===== src/rtl/divider_pkg.sv =====
// Shared definitions for the sequential restoring divider.
// Contents: FSM state encoding, default operand widths and the
// quotient value reported on divide-by-zero.
package divider_pkg;

    localparam int unsigned DW_DEFAULT = 16;
    localparam int unsigned VW_DEFAULT = 8;

    // Quotient reported when the divisor is zero (all ones).
    localparam logic [DW_DEFAULT-1:0] DBZ_QUOTIENT = '1;

    typedef enum logic [1:0] {
        IDLE = 2'd0,
        CALC = 2'd1,
        DONE = 2'd2
    } state_t;

endpackage


===== src/rtl/restoring_divider_16by8_div_step.sv =====
// One restoring-division iteration, purely combinational.
// Ports:
//   rem      - current partial remainder (always < divisor)
//   bit_in   - next dividend bit shifted into the remainder
//   divisor  - denominator
//   rem_next - updated partial remainder
//   q_bit    - quotient bit produced by this iteration
module div_step #(
    parameter int unsigned VW = 8
) (
    input  logic [VW-1:0] rem,
    input  logic          bit_in,
    input  logic [VW-1:0] divisor,
    output logic [VW-1:0] rem_next,
    output logic          q_bit
);

    // One extra bit so the shifted remainder never overflows the compare.
    logic [VW:0] pr;
    logic [VW:0] diff;

    always_comb begin
        pr   = {rem, bit_in};
        diff = pr - {1'b0, divisor};
        if (pr >= {1'b0, divisor}) begin
            // Difference is below the divisor, so it fits in VW bits.
            rem_next = diff[VW-1:0];
            q_bit    = 1'b1;
        end else begin
            rem_next = pr[VW-1:0];
            q_bit    = 1'b0;
        end
    end

endmodule


===== src/rtl/restoring_divider_16by8.sv =====
// Sequential restoring divider: DW-bit dividend / VW-bit divisor,
// one quotient bit per clock, valid/ready handshake on both sides.
// Ports:
//   clk, rst            - clock, synchronous active-high reset
//   in_valid, in_ready  - input handshake (ready only in IDLE)
//   dividend, divisor   - unsigned operands, sampled on the accept edge
//   out_valid, out_ready- output handshake; results held until taken
//   quotient, remainder - unsigned result
//   div_by_zero         - result came from a zero divisor
module restoring_divider_16by8
    import divider_pkg::*;
#(
    parameter int unsigned DW = DW_DEFAULT,
    parameter int unsigned VW = VW_DEFAULT
) (
    input  logic          clk,
    input  logic          rst,
    input  logic          in_valid,
    output logic          in_ready,
    input  logic [DW-1:0] dividend,
    input  logic [VW-1:0] divisor,
    output logic          out_valid,
    input  logic          out_ready,
    output logic [DW-1:0] quotient,
    output logic [VW-1:0] remainder,
    output logic          div_by_zero
);

    localparam int unsigned CW = $clog2(DW + 1);

    state_t        state;
    state_t        next_state;

    logic [DW-1:0] q_work;
    logic [VW-1:0] rem_work;
    logic [VW-1:0] divisor_hold;
    logic [CW-1:0] count;

    logic [VW-1:0] rem_next;
    logic          q_bit;

    logic          accept;
    logic          step;
    logic          last_step;
    logic          release_result;
    logic          zero_divisor;

    div_step #(.VW(VW)) u_step (
        .rem      (rem_work),
        .bit_in   (q_work[DW-1]),
        .divisor  (divisor_hold),
        .rem_next (rem_next),
        .q_bit    (q_bit)
    );

    // State register.
    always_ff @(posedge clk) begin
        if (rst) begin
            state <= IDLE;
        end else begin
            state <= next_state;
        end
    end

    // Next-state logic.
    always_comb begin
        next_state = state;
        unique case (state)
            IDLE: begin
                if (in_valid && in_ready) begin
                    next_state = (divisor == '0) ? DONE : CALC;
                end
            end
            CALC: begin
                if (count == CW'(1)) begin
                    next_state = DONE;
                end
            end
            DONE: begin
                if (out_valid && out_ready) begin
                    next_state = IDLE;
                end
            end
            default: next_state = IDLE;
        endcase
    end

    // Control strobes decoded from the current state.
    always_comb begin
        accept         = 1'b0;
        step           = 1'b0;
        last_step      = 1'b0;
        release_result = 1'b0;
        zero_divisor   = (divisor == '0);
        unique case (state)
            IDLE:    accept         = in_valid && in_ready;
            CALC: begin
                step      = 1'b1;
                last_step = (count == CW'(1));
            end
            DONE:    release_result = out_valid && out_ready;
            default: ;
        endcase
    end

    // Datapath and registered outputs.
    always_ff @(posedge clk) begin
        if (rst) begin
            in_ready     <= 1'b0;
            out_valid    <= 1'b0;
            quotient     <= '0;
            remainder    <= '0;
            div_by_zero  <= 1'b0;
            q_work       <= '0;
            rem_work     <= '0;
            divisor_hold <= '0;
            count        <= '0;
        end else begin
            in_ready <= (next_state == IDLE);
            if (accept) begin
                q_work       <= dividend;
                rem_work     <= '0;
                divisor_hold <= divisor;
                count        <= CW'(DW);
                div_by_zero  <= 1'b0;
                if (zero_divisor) begin
                    // No iterations needed: publish the fixed zero-divisor result.
                    quotient    <= DW'(DBZ_QUOTIENT);
                    remainder   <= dividend[VW-1:0];
                    div_by_zero <= 1'b1;
                    out_valid   <= 1'b1;
                end
            end else if (step) begin
                q_work   <= {q_work[DW-2:0], q_bit};
                rem_work <= rem_next;
                count    <= count - CW'(1);
                if (last_step) begin
                    quotient  <= {q_work[DW-2:0], q_bit};
                    remainder <= rem_next;
                    out_valid <= 1'b1;
                end
            end else if (release_result) begin
                out_valid <= 1'b0;
            end
        end
    end

endmodule

===== config.mk =====
export PLATFORM = sky130hd
export DESIGN_NAME = restoring_divider_16by8
export DESIGN_NICKNAME = d
export VERILOG_FILES = /design/src/rtl/divider_pkg.sv /design/src/rtl/restoring_divider_16by8_div_step.sv /design/src/rtl/restoring_divider_16by8.sv
export SDC_FILE = /design/constraint.sdc
export NUM_CORES = 1
export LEC_CHECK = 0
export CAP_MARGIN = 40
export CELL_PAD_IN_SITES_DETAIL_PLACEMENT = 0
export CELL_PAD_IN_SITES_GLOBAL_PLACEMENT = 2
export CORE_UTILIZATION = 37
export DETAILED_ROUTE_END_ITERATION = 7
export DONT_BUFFER_PORTS = 1
export GPL_ROUTABILITY_DRIVEN = 0
export PLACE_DENSITY = 0.83
export SLEW_MARGIN = 25
export SYNTH_ARGS = -nofsm -noshare
export SYNTH_HDL_FRONTEND = slang
export SYNTH_SLANG_ARGS = --single-unit

===== constraint.sdc =====
create_clock -name clk -period 2.7 [get_ports clk]
set_input_delay 0.27 -clock clk [delete_from_list [all_inputs] [get_ports clk]]
set_output_delay 0.27 -clock clk [all_outputs]
set_load 0.05 [all_outputs]

======== Word-level counts from Yosys, hierarchy flattened ========
Cells that the tools add are included.
word-level totals
  output and inout bits ................... 27
  input bits .............................. 28
  register bits after elaboration ......... 66
  word-level logic and storage cells ...... 59
operators by class
  reduce and logical (&&, ||, !) cells .... 11
  equality and inequality tests ........... 5
  multiplexer cells ....................... 29
  $add $sub $neg .......................... 2
  $lt $le $gt $ge ......................... 1
operators with widths
  kind                                                                     count
  16-bit 2-to-1 mux                                                        6
  8-bit 2-to-1 mux                                                         5
  1-bit 2-to-1 mux                                                         11
  5-bit 2-to-1 mux                                                         2
  9-bit by 8-bit greater-or-equal comparator with 1-bit output             1
  8-bit logical NOT                                                        1
  2-bit 2-to-1 mux                                                         4
  8-bit subtractor                                                         1
  2-bit case mux with 3 select lines                                       1
  3-bit AND reduction                                                      2
  5-bit by 1-bit equality test with 1-bit output, second input constant    1
  5-bit by 1-bit subtractor with 5-bit output, second input constant       1
  2-bit logical NOT                                                        2
  2-bit nonzero test                                                       2
  3-bit by 2-bit inequality test with 1-bit output, second input constant  1
  3-bit nonzero test                                                       1
  2-bit by 1-bit equality test with 1-bit output, second input constant    1
  2-bit equality test, second input constant                               1
  1-bit logical AND                                                        2
  2-bit by 1-bit inequality test with 1-bit output, second input constant  1
  2-bit OR reduction                                                       1

======== Longest topological paths before layout ========
  word-level depth ........................ 5
  gate-level depth with buffers ........... 9
  depth with buffers taken out ............ 9

======== Modules after synthesis ========
A second synthesis with hierarchy kept.
second synthesis, totals
  cells, all modules ...................... 371
  area total of the unflattened synthesis .. 3,233.1 µm²
modules (own cells, without submodules)
  module                   area an instance (µm²)  instances  seq. area each (µm²)  cells an instance
  restoring_divider_16by8  2,693.8                 1          1,321.3               305
  div_step                 539.3                   1          0.0                   66

======== Worst setup path before layout ========
OpenSTA, ideal clock, no wires.
  path type ............................... flip-flop to flip-flop
  start point ............................. register divisor_hold[4]
  end point ............................... register remainder[0]
  data arrival time ....................... 1,942 ps
  period minus slack after synthesis ...... 2,026 ps
  cell stages (with the launch flop) ...... 9
  setup slack ............................. 674 ps
  buffers on the path ..................... 0
  setup time .............................. 84 ps
  required time ........................... 2,616 ps
  cell sequence ........................... dfxtp_1 > inv_1 > ha_1 > a21o_1 > a31o_1 > o221ai_2 > nand2_4 > mux2_4 > o31ai_2
on the way
  longest elaborated chain between the ends .. 5
ends and longest elaborated chain
  item                                                          RTL line                                text
  from (decl)                                                   restoring_divider_16by8.sv:36           logic [VW-1:0] divisor_hold;
  from (signal assigned)                                        restoring_divider_16by8.sv:123          divisor_hold <= divisor;
  9-bit by 8-bit greater-or-equal comparator with 1-bit output  restoring_divider_16by8_div_step.sv:25  if (pr >= {1'b0, divisor}) begin
  8-bit 2-to-1 mux                                              restoring_divider_16by8_div_step.sv:25
  8-bit 2-to-1 mux                                              restoring_divider_16by8.sv:137          if (last_step) begin
  8-bit 2-to-1 mux                                              restoring_divider_16by8.sv:133          end else if (step) begin
  8-bit 2-to-1 mux                                              restoring_divider_16by8.sv:120          if (accept) begin
  to (signal assigned)                                          restoring_divider_16by8.sv:129          remainder <= dividend[VW-1:0];
  to (signal assigned)                                          restoring_divider_16by8.sv:139          remainder <= rem_next;
  to (decl)                                                     restoring_divider_16by8.sv:25           output logic [VW-1:0] remainder,
No other way between the ends. The select of a mux whose other input is x is not followed.
A chain may end at the register's enable or synchronous reset.

======== Final worst setup path ========
  start point ............................. register divisor_hold[4]
  end point ............................... register remainder[7]
on the way
  longest elaborated chain between the ends .. 5
  elaborated cells on any way between the ends .. 6
  those cells by class .................... add/sub (1); order compare (1); mux (4)
ends and longest elaborated chain
  item                                                                                                     RTL line
  8-bit subtractor / 9-bit by 8-bit greater-or-equal comparator with 1-bit output (equally long branches)  restoring_divider_16by8_div_step.sv:24, restoring_divider_16by8_div_step.sv:25
  8-bit 2-to-1 mux *                                                                                       restoring_divider_16by8_div_step.sv:25
  8-bit 2-to-1 mux *                                                                                       restoring_divider_16by8.sv:137
  8-bit 2-to-1 mux *                                                                                       restoring_divider_16by8.sv:133
  8-bit 2-to-1 mux *                                                                                       restoring_divider_16by8.sv:120
Mark *: on every way between the ends. The rest lies on a longest branch, timed or not. The select of a mux whose other input is x is not followed.

==> flow_summary.toml <==
[outcome]
status = "finished clean"

[global_routing]
grt_max_degree = 47
antenna_found_initial = 0
overflow = 0
grt_pass1_vias = 2659
grt_usage = 0.206
grt_pass1_wl_mm = 13.9

[drt]
wirelength_mm = 8.48
drt_first_pass_iters = 4
postRouteAntennaNets = 0
drc = 0
wl_per_cell_microns = 17.1
drt_first_iter_violations = 105
vias = 2731
vias_per_cell = 5.52

[worst_hold_path]
hold_class = "in -> reg"

[floorplan]
die_h_microns = 94.6
fp-row-count = 33
die_area_sq_um = 8950
start_util = 0.384
core_area_sq_um = 8260
die_x_microns = 94.6
io_pins = 55

[sta]
clock_skew_ps = 9.76
min_period_ps = 2280
hold_viol_final = 0
drv_slew = 0
finalCritPeriodShare = 0.845
rsz0062_at_grt = "false"
relSlewSlack = 0.579
setup_tns_ps = 0
setup_viol = 0
hold-worst-slack_ps = 36.6
max_freq_mhz = 438
tightestPinTransition_ps = 626
worst_slack_ps = 418

[placed_design]
dp_slack_ps = 460
dp_hpwl_mm = 6.06
numPortBuffers = 0

[pwr]
power.density_nw_per_um2 = 722
vdd_ir_drop_max_uv = 438
p_leak_nw = 1.28

[worst_setup_path]
start_kind = "register"
end_kind = "register"
reg2reg_slack_ps = 420
worstReg2RegStart = "divisor_hold[4]"
reg2regPathDepth = 8
cp-startpoint = "divisor_hold[4]"
path_class = "reg -> reg"
endpoint = "remainder[7]"
cp_max_fo = 7
cp.arrival_ps = 2530
crit_required_ps = 2950
worstReg2RegEnd = "remainder[7]"

[synthesis]
syn_inst = 385
synth_nets = 424
yosysWarnings = 0
synthesis.area_sq_um = 3170
yosys_most_used_dff = "dfxtp_1"
synth_edf_count = 0
avgSynthCellArea_sq_um = 8.24
synthArstFlopShare = 0
synth-seq-area-share = 0.416
ys_types = 51
yosys_register_bits = 66

[cts]
ctsResizeCount = 0
hold_buffers = 2
cts_tree = "done"
clk_latency_ps = 340
clk_path_buf_depth = 2
cts-buffers-inserted = 9
clock-sinks = 66
clk_pin_slew_ps = 70
root_buffer = "clkbuf_8"
htreeDepth = 3
post-cts-setup-buffers = 0

[finish]
fin_util = 0.424
n_antenna_cell = 0
drive_gt1_frac = 0.118
final_nets = 424
area_growth_pct = 10.4

[flow_run]
maxCapViolCount = 0
placed cells by master (no fill, tap or decap), drive strengths merged, types with 4 or more instances in the layout:
cell    synthesis  layout
inv            14      14
dfxtp          66      66
ha             10      10
nand2          83      83
o21ai          17      17
nor2           36      36
a211oi          6       6
nor4            6       6
o41ai           4       4
nand3           9       9
a311oi         16      16
clkbuf         14      12
buf            10      12
xnor2           4       4
a21oi          27      27
a31oi          15      15
nor3           18      18
how the worst min path moves through the flow:
| stage | startpoint | cells past startpoint | slack [ps] | endpoint |
|---|---|---|---|---|
| 2_1_floorplan | divisor[2] | 2 | 410 | divisor_hold[2] |
| 3_3_place_gp | rst | 1 | 340 | divisor_hold[6] |
| 3_5_place_dp | rst | 1 | 350 | remainder[6] |
| 4_1_cts | rst | 1 | 20 | remainder[2] |
| 5_1_grt | rst | 1 | 30 | remainder[2] |
| 6_report | rst | 1 | 40 | remainder[2] |
metrics by stage:
stage | cells | cell area, sq um | total power [mW]
6_report | 495 | 3500 | 2.53
4_1_cts | 495 | 3500 | 2.55
3_5_place_dp | 477 | 3280 | 1.69
3_3_place_gp | 477 | 3280 | 1.69
2_1_floorplan | 385 | 3170 | 1.57
5_1_grt | 495 | 3500 | 2.65
registers in the layout, indices dropped and copies added, names as in the netlist:
signal and cells:
out_valid 1, q_work 16, div_by_zero 1, state 2
remainder 8, quotient 16, rem_work 8, divisor_hold 8
in_ready 1, count 5
cells by family after synthesis:
kind of cell | count (synthesis) | share of synthesized area
AOI/OAI and AO/OA | 94 | 0.211
xor gates and xnor gates | 7 | 0.0193
adders and majority gates | 11 | 0.0457
buffers and inverters | 38 | 0.0536
DFF | 66 | 0.416
muxes | 3 | 0.0110
and+or+nand+nor | 166 | 0.243
critical path, cell delays in order, from the launching register on:
cell      delay (ps)
dfxtp_1          330
inv_1             40
ha_1             330
a21o_1           230
a31o_1           200
o221ai_2         300
and2_1           330
a211oi_1         140
o41ai_2          280
area by class of cell:
| cell class | count | area [sq um] |
|---|---|---|
| Clock buffer | 12 | 145 |
| Clock inverter | 4 | 51.3 |
| Sequential cell | 66 | 1320 |
| Multi-Input combinational cell | 281 | 1690 |
| Fill cell | 880 | 4750 |
| Timing Repair Buffer | 13 | 113 |
| Tap cell | 105 | 131 |
| Inverter | 14 | 52.6 |
per-layer routing:
metal  track usage  share of wire  wire, microns  vias up
met5             0              0              0        -
met4        0.0694          0.018            156        0
li1              -              -              -     1367
met3        0.0556          0.059            499       14
met2         0.311           0.44           3700       70
met1         0.281           0.49           4130     1280
cell usage after synthesis, types with 6 or more instances:
library cell	count	share of area
nor3_1	18	0.028
inv_1	14	0.017
nand2_1	81	0.096
nor4_1	6	0.012
nor2_1	34	0.040
nand3_1	9	0.014
a31oi_1	15	0.030
ha_1	10	0.039
clkbuf_1	14	0.017
a311oi_1	14	0.039
o21ai_0	10	0.016
dfxtp_1	66	0.42
a21oi_1	25	0.039
power breakdown:
part	switching (mW)	internal, mW
Combinational	0.369	0.215
Clock	0.386	0.453
Sequential	0.0689	1.04
Note: power is estimated with default switching activity, not from simulation.
==> RTL edit, RTL diff (same settings) <==
Set the package constant `VW_DEFAULT` to 9 (it was 8).
--- a/src/rtl/divider_pkg.sv
+++ b/src/rtl/divider_pkg.sv
@@ -4,7 +4,7 @@
 package divider_pkg;
 
     localparam int unsigned DW_DEFAULT = 16;
-    localparam int unsigned VW_DEFAULT = 8;
+    localparam int unsigned VW_DEFAULT = 9;
 
     // Quotient reported when the divisor is zero (all ones).
     localparam logic [DW_DEFAULT-1:0] DBZ_QUOTIENT = '1;
Interface: changed (resized divisor and remainder); port bits go from 55 to 57. No check against the original RTL was run, so the function may have changed too.
==> RTL edit against the original RTL <==
Routed wire length increased by 1.0%; combinational power is 9.1% higher; power increased by 8.1%; largest cell class unchanged; setup slack got worse by 170 ps; via count up 2.0%; synthesized area is 5.0% higher; global-route usage decreased by 1.4 points; design area rose by 5.7%; highest routed layer unchanged; sequential cell count grew 3; die area increased by 4.9%.
==> RTL edit: results (changes against the original RTL) <==
[metrics] maximum vdd ir drop: 0.0003173 V (-27%)
[metrics] latest clock arrival within the worst-skew pair: 340 ps (about the same)
[metrics] reg2reg start: q_work[15]
[metrics] synthesized net count: 448 (+5.7%)
[metrics] Ys Warns: 0 (unchanged)
[metrics] length of the first detailed-routing pass in iterations: 4 (unchanged)
[metrics] global-route usage over all layers: 19.20% (-1.4 points)
[metrics] wire length per cell after detailed routing: 16.57 microns (-3.3%)
[metrics] registers with the most flip-flops: q_work: 16 flops, quotient: 16 flops
[metrics] share of synthesized flip-flops with an asynchronous set or reset: 0% (unchanged)
[metrics] final non-filler cell total: 517 (+4.4%)
[metrics] clk buf depth: 2 (unchanged)
[metrics] remaining max-slew budget at the tightest pin: 55.04% (-2.9 points)
[metrics] clock root buffer: sky130_fd_sc_hd__clkbuf_8
[metrics] post-CTS setup buffers: 0 (unchanged)
[metrics] Area contributors post-synth: sky130_fd_sc_hd__dfxtp_1 41%, sky130_fd_sc_hd__nand2_1 8.3%, sky130_fd_sc_hd__nor2_1 5.5%
[metrics] worst setup path endpoint: remainder[6]
[metrics] CP Data Arrival Time: 2680 ps (+150 ps)
[metrics] worst reg-to-reg path cell count: 10 (+2)
[metrics] DRT iter0 DRCs: 138 (+31%)
[metrics] total number of H-tree levels: 3 (unchanged)
[metrics] n_diodes: 0 (unchanged)
[metrics] post-synthesis area per instance: 8.190 sq um (-0.63%)
[metrics] initial antenna violation count: 0 (unchanged)
[metrics] reg-to-reg slack, setup: 250 ps (-170 ps)
[metrics] Critical Path Fanout Max: 12 (+5)
[metrics] Leak Pwr: 0.001290 uW (+1.2%)
[metrics] Net Sw Power: 828.0 uW (+0.50%)
[metrics] CTS clk-pin slew, worst paths: 80 ps
[metrics] proportion of layout cells with a drive suffix above 1: 11.74% (-0.059 points)
[metrics] Area after DPL: 3447 sq um (+5.2%)
[metrics] class of the most critical hold timing path: input pin to flip-flop
[metrics] startpoint kind of the worst setup timing path: flip-flop
[metrics] synth unique cells: 51 (unchanged)
[metrics] run status: finished, final reports clean
[metrics] global-route wire length before repair: 14250 microns (+2.4%)
[metrics] number of vias after detailed routing: 2786 (+2.0%)
[metrics] input/output buffers: 0 (unchanged)
[metrics] maximum number of pins on one net before global-route repair: 57 (+21%)
[metrics] placed wire-length estimate after detailed placement: 6014 microns (-0.79%)
[metrics] number of clock buffers inserted by TritonCTS: 9 (unchanged)
[metrics] sequential share of the synthesized area: 41.44% (-0.20 points)
[metrics] setup clock skew after layout: 9.448 ps (-0.3155 ps)
[metrics] clock period minus worst slack: 2450 ps (+167.7 ps)
[metrics] cell count after placement: 500 (+4.8%)
[metrics] top cells by count, synth: 74 x sky130_fd_sc_hd__nand2_1, 69 x sky130_fd_sc_hd__dfxtp_1, 49 x sky130_fd_sc_hd__nor2_1
-- RTL edit: final cells by class --
type	count	area [sq um]
fill	899	5016
multi-input combinational	297	1802
timing repair buffer	11	102.6
clock buffer	10	137.6
clock inverter	6	86.33
inverter	16	60.06
sequential	69	1381
tap	108	135.1
-- RTL edit: stage by stage --
stage / hold slack (ps) / setup WS (ps) / util, % / power [uW]
2_1_floorplan: 406.0 / 311.5 / - / 1663
3_3_place_gp: 344.3 / 274.9 / 39.53 / 1777
3_5_place_dp: 346.2 / 156.7 / 39.53 / 1786
4_1_cts: 39.34 / 137.2 / 42.41 / 2762
5_1_grt: 36.43 / 11.13 / 42.48 / 2884
6_report: 59.72 / 249.9 / 42.48 / 2731
-- RTL edit: critical path, cell delays in order, from the launching register on --
cell and delay, ps:
sky130_fd_sc_hd__dfxtp_1 310, sky130_fd_sc_hd__inv_1 60, sky130_fd_sc_hd__ha_1 160, sky130_fd_sc_hd__inv_1 60, sky130_fd_sc_hd__fa_1 390, sky130_fd_sc_hd__a21o_2 230, sky130_fd_sc_hd__o21ai_1 220, sky130_fd_sc_hd__a31oi_4 140
sky130_fd_sc_hd__buf_4 210, sky130_fd_sc_hd__mux2i_1 170, sky130_fd_sc_hd__a2111oi_1 400
-- RTL edit: cells by family (layout without fill, tap and decap cells) --
group	after synthesis	after routing	synth area share [%]
fa+ha+maj	12	12	4.730
simple gates	177	177	23.95
flops	69	69	41.44
mux	10	10	3.078
buf+inv	41	43	4.918
compound gates	91	91	20.05
xor+xnor	7	7	1.839
-- RTL edit: worst min path at each step --
| stage | cells after the start | endpoint | startpoint |
|---|---|---|---|
| after floorplan | 2 | divisor_hold[1] | divisor[1] |
| final | 2 | divisor_hold[4] | divisor[4] |
| after detailed placement | 1 | divisor_hold[3] | rst |
| after global routing | 2 | divisor_hold[3] | divisor[3] |
| after global placement | 1 | divisor_hold[4] | rst |
| after CTS | 2 | divisor_hold[3] | divisor[3] |
-- RTL edit: repair_timing --
action	in CTS	in global routing
hold buffers	1	0
endpoints found under the hold margin	56	0
endpoints found under the setup margin	0	7
resized for setup	0	2
-- RTL edit: power by group through the flow --
stage	clock (uW)	combinational, uW	sequential (uW)
floorplan	0	499	1160
global placement	0	605	1170
detailed placement	0	613	1170
CTS	978	635	1150
global route	1010	714	1160
finish	946	636	1150
-- RTL edit: layer usage --
metal / part of all wire [%] / track usage (%) / vias up
met2: 48 / 31.09 / 58
met5: 0 / 0 / -
met1: 45 / 24.68 / 1291
met4: 0.74 / 5.511 / 0
li1: - / - / 1432
met3: 6.8 / 5.708 / 5
